### src/rtl/axi4_lite_wr_responder_pkg.sv
// Shared widths, response codes and write-FSM states for the AXI4-Lite write responder.
package axi4_lite_Defs;

  localparam int Addr_Width = 32;
  localparam int Data_Width = 32;
  localparam int Strb_Width = Data_Width / 8;

  typedef enum logic [1:0] {
    OKAY   = 2'b00,
    EXOKAY = 2'b01,
    SLVERR = 2'b10,
    DECERR = 2'b11
  } resp_t;

  typedef enum logic [2:0] {
    IDLE,
    WAIT_W,
    WAIT_AW,
    WRITE,
    RESP
  } wr_state_t;

endpackage

### src/rtl/axi4_lite_wr_responder_if.sv
// AXI4-Lite write-path channels (AW, W, B) with master and slave views.
interface axi4_lite_wr_responder_if;
  import axi4_lite_Defs::*;

  logic [Addr_Width-1:0] AWADDR;
  logic                  AWVALID;
  logic                  AWREADY;
  logic [Data_Width-1:0] WDATA;
  logic [Strb_Width-1:0] WSTRB;
  logic                  WVALID;
  logic                  WREADY;
  logic [1:0]            BRESP;
  logic                  BVALID;
  logic                  BREADY;

  modport master (
    output AWADDR, AWVALID, WDATA, WSTRB, WVALID, BREADY,
    input  AWREADY, WREADY, BRESP, BVALID
  );

  modport slave (
    input  AWADDR, AWVALID, WDATA, WSTRB, WVALID, BREADY,
    output AWREADY, WREADY, BRESP, BVALID
  );

endinterface

### src/rtl/axi4_lite_wr_responder_hold_reg.sv
// Capture register: loads on a handshake, holds otherwise, cleared asynchronously.
module axi4_lite_hold_reg #(
  parameter int WIDTH = 32
) (
  input  logic             clk,
  input  logic             rst,
  input  logic             load,
  input  logic [WIDTH-1:0] d,
  output logic [WIDTH-1:0] q
);

  logic [WIDTH-1:0] hold_q;
  logic [WIDTH-1:0] hold_d;

  always_comb hold_d = load ? d : hold_q;

  always_ff @(posedge clk or posedge rst) begin
    if (rst) hold_q <= '0;
    else     hold_q <= hold_d;
  end

  assign q = hold_q;

endmodule

### src/rtl/axi4_lite_wr_responder.sv
// AXI4-Lite write responder: AW/W in any order, one strobed memory write, then B.
// Optional address range check (SLVERR, write suppressed) enabled by AXI4L_WR_RANGE_CHECK_EN.
module axi4_lite_wr_responder
  import axi4_lite_Defs::*;
#(
  parameter int MEM_DEPTH = 4096
) (
  input  logic                  ACLK,
  input  logic                  ARESET,
  axi4_lite_wr_responder_if.slave s_axi,
  output logic                  mem_we,
  output logic [Addr_Width-1:0] mem_addr,
  output logic [Data_Width-1:0] mem_wdata,
  output logic [Strb_Width-1:0] mem_wstrb
);

`ifdef AXI4L_WR_RANGE_CHECK_EN
  localparam bit RANGE_CHECK = 1'b1;
`else
  localparam bit RANGE_CHECK = 1'b0;
`endif
  localparam logic [Addr_Width-1:0] MEM_LIMIT = Addr_Width'(MEM_DEPTH);

  wr_state_t state_q, state_d;
  logic      awready_q, awready_d;
  logic      wready_q, wready_d;
  logic      bvalid_q, bvalid_d;
  resp_t     bresp_q, bresp_d;
  logic      mem_we_q, mem_we_d;

  logic aw_hs, w_hs, b_hs;
  logic [Addr_Width-1:0] addr_held;
  logic [Addr_Width-1:0] addr_next;
  logic                  addr_ok;

  assign aw_hs = s_axi.AWVALID && awready_q;
  assign w_hs  = s_axi.WVALID  && wready_q;
  assign b_hs  = bvalid_q      && s_axi.BREADY;

  axi4_lite_hold_reg #(.WIDTH(Addr_Width)) u_addr_hold (
    .clk  (ACLK),
    .rst  (ARESET),
    .load (aw_hs),
    .d    (s_axi.AWADDR),
    .q    (addr_held)
  );

  axi4_lite_hold_reg #(.WIDTH(Data_Width + Strb_Width)) u_data_hold (
    .clk  (ACLK),
    .rst  (ARESET),
    .load (w_hs),
    .d    ({s_axi.WDATA, s_axi.WSTRB}),
    .q    ({mem_wdata, mem_wstrb})
  );

  // mem_we is registered on the completing handshake edge, so the range decision
  // must look at the address being captured on that same edge.
  assign addr_next = aw_hs ? s_axi.AWADDR : addr_held;
  assign addr_ok   = !RANGE_CHECK || (addr_next < MEM_LIMIT);

  always_comb begin
    state_d = state_q;
    case (state_q)
      IDLE: begin
        if (aw_hs && w_hs) state_d = WRITE;
        else if (aw_hs)    state_d = WAIT_W;
        else if (w_hs)     state_d = WAIT_AW;
      end
      WAIT_W:  if (w_hs)  state_d = WRITE;
      WAIT_AW: if (aw_hs) state_d = WRITE;
      WRITE:   state_d = RESP;
      RESP:    if (b_hs)  state_d = IDLE;
      default: state_d = IDLE;
    endcase

    awready_d = (state_d == IDLE) || (state_d == WAIT_AW);
    wready_d  = (state_d == IDLE) || (state_d == WAIT_W);
    mem_we_d  = (state_d == WRITE) && addr_ok;
    bvalid_d  = (state_d == RESP);
    bresp_d   = bresp_q;
    if (state_q == WRITE) bresp_d = addr_ok ? OKAY : SLVERR;
  end

  always_ff @(posedge ACLK or posedge ARESET) begin
    if (ARESET) begin
      state_q   <= IDLE;
      awready_q <= 1'b0;
      wready_q  <= 1'b0;
      bvalid_q  <= 1'b0;
      bresp_q   <= OKAY;
      mem_we_q  <= 1'b0;
    end else begin
      state_q   <= state_d;
      awready_q <= awready_d;
      wready_q  <= wready_d;
      bvalid_q  <= bvalid_d;
      bresp_q   <= bresp_d;
      mem_we_q  <= mem_we_d;
    end
  end

  assign s_axi.AWREADY = awready_q;
  assign s_axi.WREADY  = wready_q;
  assign s_axi.BVALID  = bvalid_q;
  assign s_axi.BRESP   = bresp_q;
  assign mem_we        = mem_we_q;
  assign mem_addr      = addr_held;

endmodule

### src/flat_wrapper.sv
// flat-port wrapper written by rule: the top's interface ports become plain ports
module axi4_lite_wr_responder_flat import axi4_lite_Defs::*;
#(
  parameter int MEM_DEPTH = 4096
)
  (ACLK, ARESET, mem_we, mem_addr, mem_wdata, mem_wstrb, s_axi_AWADDR, s_axi_AWVALID, s_axi_WDATA, s_axi_WSTRB, s_axi_WVALID, s_axi_BREADY, s_axi_AWREADY, s_axi_WREADY, s_axi_BRESP, s_axi_BVALID);
  axi4_lite_wr_responder_if s_axi_i ();
  input  logic ACLK;
  input  logic ARESET;
  output logic mem_we;
  output logic [Addr_Width-1:0] mem_addr;
  output logic [Data_Width-1:0] mem_wdata;
  output logic [Strb_Width-1:0] mem_wstrb;
  input wire logic [$bits(s_axi_i.AWADDR)-1:0] s_axi_AWADDR;
  input wire logic [$bits(s_axi_i.AWVALID)-1:0] s_axi_AWVALID;
  input wire logic [$bits(s_axi_i.WDATA)-1:0] s_axi_WDATA;
  input wire logic [$bits(s_axi_i.WSTRB)-1:0] s_axi_WSTRB;
  input wire logic [$bits(s_axi_i.WVALID)-1:0] s_axi_WVALID;
  input wire logic [$bits(s_axi_i.BREADY)-1:0] s_axi_BREADY;
  output wire logic [$bits(s_axi_i.AWREADY)-1:0] s_axi_AWREADY;
  output wire logic [$bits(s_axi_i.WREADY)-1:0] s_axi_WREADY;
  output wire logic [$bits(s_axi_i.BRESP)-1:0] s_axi_BRESP;
  output wire logic [$bits(s_axi_i.BVALID)-1:0] s_axi_BVALID;
  assign s_axi_i.AWADDR = s_axi_AWADDR;
  assign s_axi_i.AWVALID = s_axi_AWVALID;
  assign s_axi_i.WDATA = s_axi_WDATA;
  assign s_axi_i.WSTRB = s_axi_WSTRB;
  assign s_axi_i.WVALID = s_axi_WVALID;
  assign s_axi_i.BREADY = s_axi_BREADY;
  assign s_axi_AWREADY = s_axi_i.AWREADY;
  assign s_axi_WREADY = s_axi_i.WREADY;
  assign s_axi_BRESP = s_axi_i.BRESP;
  assign s_axi_BVALID = s_axi_i.BVALID;
  axi4_lite_wr_responder #(.MEM_DEPTH(MEM_DEPTH)) u_core (.ACLK(ACLK), .ARESET(ARESET), .s_axi(s_axi_i), .mem_we(mem_we), .mem_addr(mem_addr), .mem_wdata(mem_wdata), .mem_wstrb(mem_wstrb));
endmodule
### config.mk
export PLATFORM = sky130hd
export DESIGN_NAME = axi4_lite_wr_responder_flat
export DESIGN_NICKNAME = d
export VERILOG_FILES = /design/src/rtl/axi4_lite_wr_responder_pkg.sv /design/src/rtl/axi4_lite_wr_responder_if.sv /design/src/rtl/axi4_lite_wr_responder_hold_reg.sv /design/src/rtl/axi4_lite_wr_responder.sv /design/src/flat_wrapper.sv
export SDC_FILE = /design/constraint.sdc
export NUM_CORES = 1
export LEC_CHECK = 0
export ABC_CLOCK_PERIOD_IN_PS = 1930
export CAP_MARGIN = 20
export CORE_UTILIZATION = 67
export DETAILED_ROUTE_END_ITERATION = 7
export DONT_BUFFER_PORTS = 1
export GPL_TIMING_DRIVEN = 0
export HOLD_SLACK_MARGIN = 0.06
export PLACE_DENSITY = 0.83
export SLEW_MARGIN = 20
export SYNTH_ARGS = -nofsm -noshare
export SYNTH_HDL_FRONTEND = slang
export SYNTH_HIERARCHICAL = 1
export SYNTH_SLANG_ARGS = --single-unit
### constraint.sdc
create_clock -name ACLK -period 1.93 [get_ports ACLK]
set_clock_uncertainty 0.05 [all_clocks]
set_input_delay 0.386 -clock ACLK [delete_from_list [all_inputs] [get_ports ACLK]]
set_output_delay 0.386 -clock ACLK [all_outputs]
set_load 0.01 [all_outputs]
# Yosys cells after proc, flatten, opt, wreduce, memory -nomap -nowiden
# Cells that the tools add are included.
# totals
reg_bits	75
in_bits	73
out_inout_bits	74
elab_cells	30
# op_classes
eq_ne	8
n_mux	7
reduce_logical	8
# ops
operator	n
$mux W3	6
$pmux W3 S5	1
$eq A3 B2 Y1 const B	4
$eq A3 B1 Y1 const B	2
$eq A3 B3 Y1 const B	2
$logic_not A3 Y1	2
$logic_and A1 B1 Y1	4
$logic_or A1 B1 Y1	2

# Logic depth before layout (Yosys ltp)
# depth
ltp_word	7
depth_mapped	4
ltp_nobuf	2

# By module
# The synthesis kept the hierarchy.
# by_module_without_submodules
module	n_inst	cells_per_inst	area_per_inst_um2	seq_area_each_um2
axi4_lite_hold_reg (u_core.u_data_hold)	1	77	1493.9	900.9
axi4_lite_hold_reg (u_core.u_addr_hold)	1	69	1348.8	800.8
axi4_lite_wr_responder	1	29	337.8	175.2

# Worst setup path after synthesis
# OpenSTA, ideal clock, no wires.
# synth_timing
path_kind	reg-to-reg
startpoint	reg u_core.wready_q, in the netlist u_core/s_axi.WREADY
endpoint	reg u_core.u_data_hold.hold_q[0], in the netlist u_core/u_data_hold/q[0]
setup_time_ns	0.125
arrival_ns	1.137
required_ns	1.755
slack_ns	0.618
stages_incl_launch_ff	5
n_path_buf	2
period_less_slack_ns	1.312
path_cell_list	dfrtp_1 and2_1 buf_6 buf_12 mux2_4
# synth_between
elab_chain_cells	1
# synth_lines
element	line_no	text
start: declaration	axi4_lite_wr_responder.sv:26	logic wready_q, wready_d;
start signal: assignment	axi4_lite_wr_responder.sv:95	wready_q <= wready_d;
$logic_and A1 B1 Y1	axi4_lite_wr_responder.sv:37	assign w_hs = s_axi.WVALID && wready_q;
net u_core.w_hs	axi4_lite_wr_responder.sv:31	logic aw_hs, w_hs, b_hs;
end signal: assignment	axi4_lite_wr_responder_hold_reg.sv:19	else hold_q <= hold_d;
end: declaration	axi4_lite_wr_responder_hold_reg.sv:12	logic [WIDTH-1:0] hold_q;
# The timed path passes the listed nets, and every way through them passes these cells.
# A chain may end at the register's enable or synchronous reset.

# Worst setup path after layout
# layout_timing
startpoint	reg u_core.wready_q, in the netlist u_core/s_axi.WREADY
endpoint	reg u_core.u_data_hold.hold_q[15], in the netlist u_core/u_data_hold/q[15]
# The elaborated chain is that of the path after synthesis.

==> results.sh <==
export IMPL_synth_flop_cell="dfrtp_1"
export IMPL_area_growth_pct=9.127
export IMPL_finalWeightedCongestion=0.7394
export IMPL_endpoint_kind="register"
export IMPL_power_internal_w=0.004301
export IMPL_dieHeight_um=70.90
export IMPL_io_buffers=0
export IMPL_tightest_slew_ns=0.7148
export IMPL_nFillCells=232
export IMPL_ir_drop_mv=1.024
export IMPL_num_vias=1518
export IMPL_crit_start="u_core/s_axi.WREADY"
export IMPL_grt_pass1_wl_mm=9.239
export IMPL_fin_cells=246
export IMPL_r2r_setup_slack_ns=0.50
export IMPL_hold_path_class="in2reg"
export IMPL_dp_final_hpwl_mm=4.346
export IMPL_synthArstFlopShare_pct=100.0
export IMPL_hp_start="s_axi_AWADDR[9]"
export IMPL_max_cap_violations=0
export IMPL_pwr_density_cell_nw_per_um2=1862
export IMPL_setup_tns_ns=0
export IMPL_setup_violations=0
export IMPL_drive_gt1_share_pct=51.03
export IMPL_p_leak_nw=1.646
export IMPL_clock_root_buffer="clkbuf_8"
export IMPL_final_area_um2=3471
export IMPL_final_cell_mix="75 x dfrtp_1, 60 x mux2_4, 10 x clkbuf_8, 8 x mux2_2, 6 x buf_12"
export IMPL_crit_end="u_core/u_data_hold/q[15]"
export IMPL_totalWireLength_mm=5.979
export IMPL_path_class="reg2reg"
export IMPL_grtUsageTotal_pct=24.98
export IMPL_reg2reg_depth=4
export IMPL_fmax_mhz=698.4
export IMPL_final_common_cell="dfrtp_1"
export IMPL_antenna_cells=0
export IMPL_netlist_area_leader_share_pct=59.01
export IMPL_grt_overflow_total=0
export IMPL_die_w_um=70.90
export IMPL_syn_area_um2=3181
export IMPL_r2r_start="u_core/s_axi.WREADY"
export IMPL_nets=262
export IMPL_yosysWarnings=6
export IMPL_synth_largest_area_cell="dfrtp_1"
export IMPL_initial_utilization_pct=71.57
export IMPL_grt_pass1_vias=1615
export IMPL_synth_edf_count=0
export IMPL_ant_nets=0
export IMPL_synth_cell_types=21
export IMPL_grt_max_degree=37
export IMPL_status="finished with violations"
export IMPL_yosys_top_cells_area="dfrtp_1 59%, mux2_4 28%, buf_12 3.8%"
export IMPL_ctsResizeCount=0
export IMPL_synth_cells=175
export IMPL_final_hold_viol_count=0
export IMPL_dp_cells=228
export IMPL_timing_final_crit_period_ns=1.432
export IMPL_utilization_pct=78.10
export IMPL_dr_pass1_iters=6
export IMPL_htreeDepth=3
export IMPL_ys_seq_area_share_pct=59.01
export IMPL_fp_dieArea_um2=5027
export IMPL_cts_tree="yes"
export IMPL_avgRoutedWirePerCell_um=24.30
export IMPL_drc_errors=24
export IMPL_fin_crit_sh_pct=74.19
export IMPL_coreArea_um2=4444
export IMPL_clock_sinks=75
export IMPL_antenna_found_initial=0
export IMPL_cp_required_ns=2.09
export IMPL_violations="design-rule violations"
export IMPL_rows=24
export IMPL_regToRegEndpoint="u_core/u_data_hold/q[15]"
export IMPL_ys_seq_elements=75
export IMPL_clk_path_buf_depth=2
export IMPL_swShare_pct=33.46
export IMPL_viasPerCell=6.171
export IMPL_ctsHoldBuffers=1
export IMPL_critPathArrivalTime_ns=1.60
export IMPL_switchingPower_w=0.002163
export IMPL_placed_cell_area_um2=3249
export IMPL_clk_transition_reported_paths_ns=0.08
export IMPL_p_comb_share_pct=29.1
export IMPL_rsz0062_at_grt="no"
export IMPL_num_io_pins=147
export IMPL_clock_latency_ns=0.33
export IMPL_power_frac_clock_pct=18.5
export IMPL_startpoint_type="register"
export IMPL_cts_buffers=9
export IMPL_syn_area_per_cell_um2=18.17
export IMPL_seq_power_share_pct=52.4
export IMPL_cp_max_fo=10
export IMPL_drt_initial_drc_count=99
export IMPL_slew_headroom_pct=52.28
export IMPL_slew_violations=0
export IMPL_cts_setup_buffers=0
[synthesized netlist by cell type (2+ instances only)]
| library cell | number |
|---|---|
| a21o_1 | 3 |
| mux2_4 | 60 |
| inv_1 | 4 |
| dfrtp_1 | 75 |
| a21oi_1 | 2 |
| buf_4 | 2 |
| mux2_2 | 8 |
| and2_1 | 2 |
| buf_6 | 2 |
| buf_12 | 6 |
[per-layer routing]
metal  global-route usage (%)  wire [um]  vias to the layer above
met3                    9.259        631                        4
li1                         -          -                      635
met2                    39.85       3115                       93
met4                    10.89         38                        0
met1                    30.91       2193                      786
met5                        0          0                        -
[cells by family (layout without fill, tap and decap cells)]
family	Yosys count	count (layout)	synth area share (%)
AOI/OAI and AO/OA	9	9	2.360
muxes	69	69	31.47
other	1	2	0.1179
and+or+nand+nor	7	7	1.613
DFF	75	75	59.01
buffers and inverters	14	32	5.429
[metrics by stage]
stage / total power (W) / hold WS [ns] / setup slack, ns
final: 0.006464 / 0.1468 / 0.4982
after global routing: 0.006741 / 0.1251 / 0.4290
after CTS: 0.006495 / 0.1286 / 0.4947
after detailed placement: 0.005274 / 0.1722 / 0.4869
after global placement: 0.005148 / 0.1561 / 0.4365
after floorplan: 0.004866 / 0.1394 / 0.6183
[state kept, by name, summed over array words and instances, names as in the netlist]
name and count:
u_core/s_axi.AWREADY 1, u_core/s_axi.BVALID 1, u_core/state_q 3, u_core/u_data_hold/q 36
u_core/s_axi.WREADY 1, u_core/mem_we 1, u_core/u_addr_hold/q 32
[how the worst min path moves through the flow]
stage,slack (ns),depth (start not counted),endpoint
global placement,0.16,1,u_core/mem_we
global route,0.13,1,u_core/u_addr_hold/q[2]
floorplan,0.14,1,u_core/mem_we
CTS,0.13,1,u_core/u_data_hold/q[27]
finish,0.15,1,u_core/u_addr_hold/q[9]
detailed placement,0.17,1,u_core/s_axi.BVALID
[worst max-delay path, cell delays in order (launching register included)]
cell and delay [ns]:
dfrtp_1 0.46, and2_1 0.18, buf_6 0.17, buf_12 0.16, mux2_4 0.31
[power groups by stage]
stage / registers (W) / clock network [W] / logic (W)
3_3_place_gp: 0.00337 / 0 / 0.00178
4_1_cts: 0.00340 / 0.00122 / 0.00188
3_5_place_dp: 0.00341 / 0 / 0.00186
6_report: 0.00339 / 0.00120 / 0.00188
2_1_floorplan: 0.00319 / 0 / 0.00168
5_1_grt: 0.00347 / 0.00128 / 0.00199
[final cells by class]
type | count | area (um2) | area share (%)
inverter | 4 | 15.01 | 0.4326
clock inverter | 6 | 63.81 | 1.838
sequential | 75 | 1877 | 54.07
timing repair buffer | 2 | 20.02 | 0.5768
buffer | 10 | 157.7 | 4.542
clock buffer | 10 | 137.6 | 3.965
tap | 52 | 65.06 | 1.875
multi-input combinational | 87 | 1135 | 32.70
Power figures use the tool's default switching activity.
